### config.mk
export PLATFORM = sky130hd
export DESIGN_NAME = dffram_arbiter
export DESIGN_NICKNAME = d
export VERILOG_FILES = /design/src/rtl/dffram_arbiter.sv
export SDC_FILE = /design/constraint.sdc
export NUM_CORES = 1
export LEC_CHECK = 0
export CAP_MARGIN = 15
export CELL_PAD_IN_SITES_DETAIL_PLACEMENT = 1
export CELL_PAD_IN_SITES_GLOBAL_PLACEMENT = 2
export CORE_ASPECT_RATIO = 2
export CORE_MARGIN = 4
export CORE_UTILIZATION = 15
export DETAILED_ROUTE_END_ITERATION = 16
export GPL_TIMING_DRIVEN = 0
export PLACE_DENSITY = 0.8
export SETUP_SLACK_MARGIN = 0.1
export SLEW_MARGIN = 20
export SYNTH_ARGS = -nofsm -noshare
export SYNTH_HDL_FRONTEND = slang
export SYNTH_SLANG_ARGS = --single-unit
### constraint.sdc
create_clock -name CLK -period 1.7 [get_ports CLK]
set_clock_uncertainty 0.05 [all_clocks]
set_input_delay 0.51 -clock CLK [delete_from_list [all_inputs] [get_ports CLK]]
set_output_delay 0.51 -clock CLK [all_outputs]
set_load 0.05 [all_outputs]
### src/rtl/dffram_arbiter.sv
// Two-master arbiter for a single-port DFFRAM macro: grants one request per cycle,
// registers it onto the macro pins and steers read data back via a tag pipeline.
module dffram_arbiter #(
   parameter int WSIZE      = 4,
   parameter int AWIDTH     = 7,
   parameter int RD_LAT     = 1,
   parameter bit FIXED_PRIO = 1'b0
) (
   input  logic                 CLK,
   input  logic                 RST_N,
   input  logic                 REQ0,
   input  logic [WSIZE-1:0]     WE0_P0,
   input  logic [AWIDTH-1:0]    A_P0,
   input  logic [WSIZE*8-1:0]   DI_P0,
   output logic                 GNT0,
   output logic                 RVALID0,
   output logic [WSIZE*8-1:0]   DO_P0,
   input  logic                 REQ1,
   input  logic [WSIZE-1:0]     WE0_P1,
   input  logic [AWIDTH-1:0]    A_P1,
   input  logic [WSIZE*8-1:0]   DI_P1,
   output logic                 GNT1,
   output logic                 RVALID1,
   output logic [WSIZE*8-1:0]   DO_P1,
   output logic                 MEM_EN0,
   output logic [WSIZE-1:0]     MEM_WE0,
   output logic [AWIDTH-1:0]    MEM_A0,
   output logic [WSIZE*8-1:0]   MEM_Di0,
   input  logic [WSIZE*8-1:0]   MEM_Do0,
   output logic                 BUSY
);

   localparam int NTAG = 1 + RD_LAT;

   typedef struct packed {
      logic valid;
      logic port;
   } tag_t;

   logic                 last;
   logic                 gnt0;
   logic                 gnt1;
   logic                 xfer;
   logic                 win;
   logic [WSIZE-1:0]     sel_we;
   logic [AWIDTH-1:0]    sel_a;
   logic [WSIZE*8-1:0]   sel_di;
   tag_t                 new_tag;
   tag_t [NTAG-1:0]      tag_q;
   logic                 inflight;

   // On contention the port that did not win last time goes first; reset leaves
   // last at 1 so port 0 takes the first contended slot.
   always_comb begin
      gnt0 = 1'b0;
      gnt1 = 1'b0;
      if (RST_N) begin
         if (REQ0 && REQ1) begin
            if (FIXED_PRIO || last) begin
               gnt0 = 1'b1;
            end else begin
               gnt1 = 1'b1;
            end
         end else begin
            gnt0 = REQ0;
            gnt1 = REQ1;
         end
      end
   end

   assign GNT0 = gnt0;
   assign GNT1 = gnt1;
   assign xfer = gnt0 | gnt1;
   assign win  = gnt1;

   always_comb begin
      sel_we = win ? WE0_P1 : WE0_P0;
      sel_a  = win ? A_P1   : A_P0;
      sel_di = win ? DI_P1  : DI_P0;
      new_tag.valid = xfer && (sel_we == '0);
      new_tag.port  = win;
   end

   always_ff @(posedge CLK) begin
      if (!RST_N) begin
         last    <= 1'b1;
         MEM_EN0 <= 1'b0;
         MEM_WE0 <= '0;
         MEM_A0  <= '0;
         MEM_Di0 <= '0;
         tag_q   <= '0;
      end else begin
         MEM_EN0 <= xfer;
         MEM_WE0 <= '0;
         if (xfer) begin
            last    <= win;
            MEM_WE0 <= sel_we;
            MEM_A0  <= sel_a;
            MEM_Di0 <= sel_di;
         end
         // tag_q[0] is the newest entry; the oldest lines up with macro read data
         tag_q <= {tag_q[NTAG-2:0], new_tag};
      end
   end

   always_comb begin
      inflight = 1'b0;
      for (int i = 0; i < NTAG; i++) begin
         inflight = inflight | tag_q[i].valid;
      end
   end

   assign RVALID0 = tag_q[NTAG-1].valid && !tag_q[NTAG-1].port;
   assign RVALID1 = tag_q[NTAG-1].valid &&  tag_q[NTAG-1].port;
   assign DO_P0   = MEM_Do0;
   assign DO_P1   = MEM_Do0;
   assign BUSY    = inflight | MEM_EN0;

endmodule

; ---- Word level (Yosys, flattened, before mapping)
; Cells that the tools add are included.
[totals]
input_bits = 122
register_bits = 49
out_inout_bits = 113
[op_classes]
n_reduce_logical = 7
n_bitwise = 3
mux = 9
[ops]
columns = operator, n
row1 = 32-bit 2-to-1 mux, 1
row2 = 7-bit 2-to-1 mux, 1
row3 = 1-bit 2-to-1 mux, 6
row4 = 1-bit logical AND, 4
row5 = 4-bit zero test, 1
row6 = 4-bit 2-to-1 mux, 1
row7 = 1-bit bitwise OR, 3
row8 = 2-bit AND reduction, 1
row9 = 1-bit zero test, 1

; ---- Logic depth before layout (Yosys ltp)
[depth]
word_depth = 6
mapped_depth = 7
depth_no_buf = 5

; ---- Least setup slack after synthesis
; Ideal clock, no wire load.
[synth_timing]
kind = input to output
startpoint = input port REQ0
endpoint = output port GNT1
cell_stages = 5
path_slack_ns = -0.003
n_path_buf = 2
t_arrival_ns = 1.143
cell_sequence = nand2_2 nand3_2 buf_12 buf_12 inv_2
[synth_via]
elab_chain_len = 3
[synth_lines]
columns = item, line
row1 = start: declaration, 11  ; input logic REQ0,
row2 = 1-bit logical AND, 58  ; if (REQ0 && REQ1) begin
row3 = 1-bit 2-to-1 mux, 58
row4 = 1-bit 2-to-1 mux, 57  ; if (RST_N) begin
row5 = end: declaration, 22  ; output logic GNT1,
; Every way passes these cells.

; ---- Worst setup path in the final report
; Ends and elaborated chain as after synthesis.

==> impl_metrics.py <==
metrics = {
    "outcome": {
        "outcome": "finished, violations left",
        "violations": "setup timing",
    },
    "cts": {
        "h-tree-depth": 2,
        "clockRootBuffer": "clkbuf_16",
        "clock_path_buffers": 2,
        "cts-buffers-inserted": 5,
        "postCtsHoldBufs": 0,
        "cts_tree": "done",
        "cts_num_sinks": 49,
        "clock_latency_ps": 290,
        "path_clk_slew_ps": 70,
    },
    "synthesis": {
        "synthCells": 272,
        "yosysTopAreaCell": "dfxtp_1",
        "avgSynthCellArea_um2": 9.292,
        "synth.distinct_cells": 25,
        "syn_nets": 394,
        "synth_top_cell_area_share_pct": 38.81,
        "synth_area_um2": 2527,
        "yosys_warnings": 0,
        "synth_seq_cells": 49,
        "ys_seq_area_share_pct": 38.81,
        "synth_area_leaders": "dfxtp_1 (39%), buf_4 (19%), mux2i_1 (17%)",
    },
    "sta": {
        "finalCritPeriodShare_pct": 103.5,
        "min_period_ps": 1759,
        "finalHoldViolations": 0,
        "setup_viol": 3,
        "rsz0062_at_grt": "yes",
        "tightest_slew_ps": 656.9,
        "fmax_mhz": 568.5,
        "drv_slew": 0,
        "setup_ws_ps": -59.02,
        "slew_headroom_pct": 55.91,
    },
    "power_and_ir_drop": {
        "p_total_uw": 3839,
        "cellPowerDensity_nw_per_um2": 754.4,
        "peakVddDrop_v": 0.0003977,
        "power.leakage_uw": 0.002334,
    },
    "die": {
        "die_w_um": 99.79,
        "num_io_pins": 235,
        "start_util_pct": 15.38,
        "std_cell_rows": 66,
        "design.die.area_um2": 19120,
        "die_h_um": 191.6,
        "core_um2": 16430,
    },
    "placement": {
        "portBuffers": 202,
        "place_area_um2": 4816,
        "dp.cells": 678,
        "dpl.hpwl_um": 8881,
        "dp_slack_ps": -1369,
        "gp_congestion": 0.7045,
    },
    "final_layout": {
        "diodes": 0,
        "final_area_um2": 5089,
        "final_net_count": 610,
        "area_delta_synth_final_pct": 101.3,
        "final_cell_count_no_fill": 692,
        "drive_above_1_share_pct": 44.47,
        "final_util_pct": 30.97,
    },
    "job": {
        "drv_cap": 0,
    },
    "route": {
        "routedWlPerCell_um": 15.02,
        "wl_met1_um": 3103,
        "ant_nets": 0,
        "met2WireLength_um": 6008,
        "route.detailed.drc": 0,
        "drt_wl_total_um": 10390,
        "wl_met3_um": 1165,
        "topRoutingLayerUsed": "met4",
        "num_vias": 2631,
        "dr.pass1.iters": 2,
        "via_per_inst": 3.802,
        "drtIter0Drc": 20,
    },
    "grt": {
        "grt_pass1_wl_um": 15450,
        "grt_pass1_vias": 3023,
        "grt_max_degree": 15,
        "gr-usage-all-layers_pct": 10.57,
        "antenna_found_initial": 0,
        "grt.overflow.total": 0,
    },
    "worst_setup_path": {
        "path_class": "in -> out",
        "end_kind": "output pin",
        "worst-endpoint-arrival_ps": 1200,
        "crit_fanout": 6,
        "required_ps": 1140,
        "r2r_cells": 7,
        "start_kind": "input port",
    },
    "min_path": {
        "hold-path-cell-count": 1,
        "hp-class": "reg -> reg",
    },
}
-- flip-flops by register name, summed over array words and instances (netlist names) --
register and flops:
MEM_A0 7, MEM_Di0 32, MEM_EN0 1, MEM_WE0 4, last 1, tag_q 4
-- layout make-up --
cell class,count,area [um2]
Multi-Input combinational cell,143,930.9
Clock buffer,5,125.1
Clock inverter,2,35.03
Tap cell,204,255.2
Fill cell,1899,11340
Buffer,77,629.4
Timing Repair Buffer,209,2106
Sequential cell,49,983.4
Inverter,3,23.77
-- cell usage in the layout, fill, tap and decap left out, drive strengths merged --
cell / instances
a21boi: 1
a21oi: 1
and2: 3
and3: 1
and4: 1
buf: 106
bufinv: 1
clkbuf: 7
clkdlybuf4s15: 84
clkdlybuf4s18: 8
clkdlybuf4s50: 86
clkinv: 2
dfxtp: 49
inv: 2
mux2i: 42
nand2: 42
nand2b: 2
nand3: 2
nand3b: 2
nor2: 3
nor2b: 1
nor3b: 1
o21ai: 40
or3: 1
-- power by group --
part / switching [uW] / leakage, uW / internal, uW
Combinational: 837 / 0.00185 / 595
Sequential: 37.8 / 0.000406 / 1230
Clock: 453 / 0.0000797 / 685
-- path summary, 6_finish.rpt --
kind                 start          end  slack (ps)
hold reg to reg   tag_q[0]     tag_q[2]         400
hold / removal    tag_q[0]     tag_q[2]         400
setup reg to reg      last  MEM_Di0[30]         160
setup / recovery      REQ0         GNT1         -60
-- metal layers --
| metal | vias up | track usage [%] |
|---|---|---|
| met3 | 5 | 3.344 |
| li1 | 1266 | - |
| met1 | 1190 | 8.994 |
| met4 | 0 | 3.051 |
| met2 | 170 | 22.18 |
| met5 | - | 0 |
-- through the flow --
step / hold WS (ps) / TNS (ps)
6_report: 395.2 / -112.0
5_1_grt: 406.8 / -225.6
4_1_cts: 397.3 / -188.0
3_5_place_dp: 383.0 / -47480
3_3_place_gp: 376.9 / -45090
2_1_floorplan: 361.8 / 0
-- Yosys cell counts --
master and instances:
buf_4 64, dfxtp_1 49, mux2i_1 42, nand2_1 41, o21ai_1 40, buf_2 6
buf_12 5, and2_1 3, nor2_1 3, inv_1 2, nand2b_1 2, nand3b_1 2
a21boi_0 1, a21oi_1 1, and3_1 1, and4_1 1, buf_6 1, clkbuf_4 1
inv_2 1, nand2_2 1, nand3_1 1, nand3_2 1, nor2b_1 1, nor3b_2 1
or3_1 1
-- critical path, stage by stage --
cell	delay [ps]
buf_6	110
nand2_4	80
nand3_4	80
buf_12	140
buf_12	120
clkinv_8	40
buf_12	120
-- timing repair --
action	CTS	global route
cloned	0	0
gates resized for setup	380	44
endpoints found under the setup margin	158	69
buffers inserted	5	2
pin swaps	2	1
-- cell families after synthesis --
logic type      after synthesis  share of synthesized area, %
buf+inv                      80                         25.35
simple gates                 59                         10.79
flops                        49                         38.81
compound gates               42                         8.416
mux                          42                         16.63
Power figures use the tool's default switching activity.
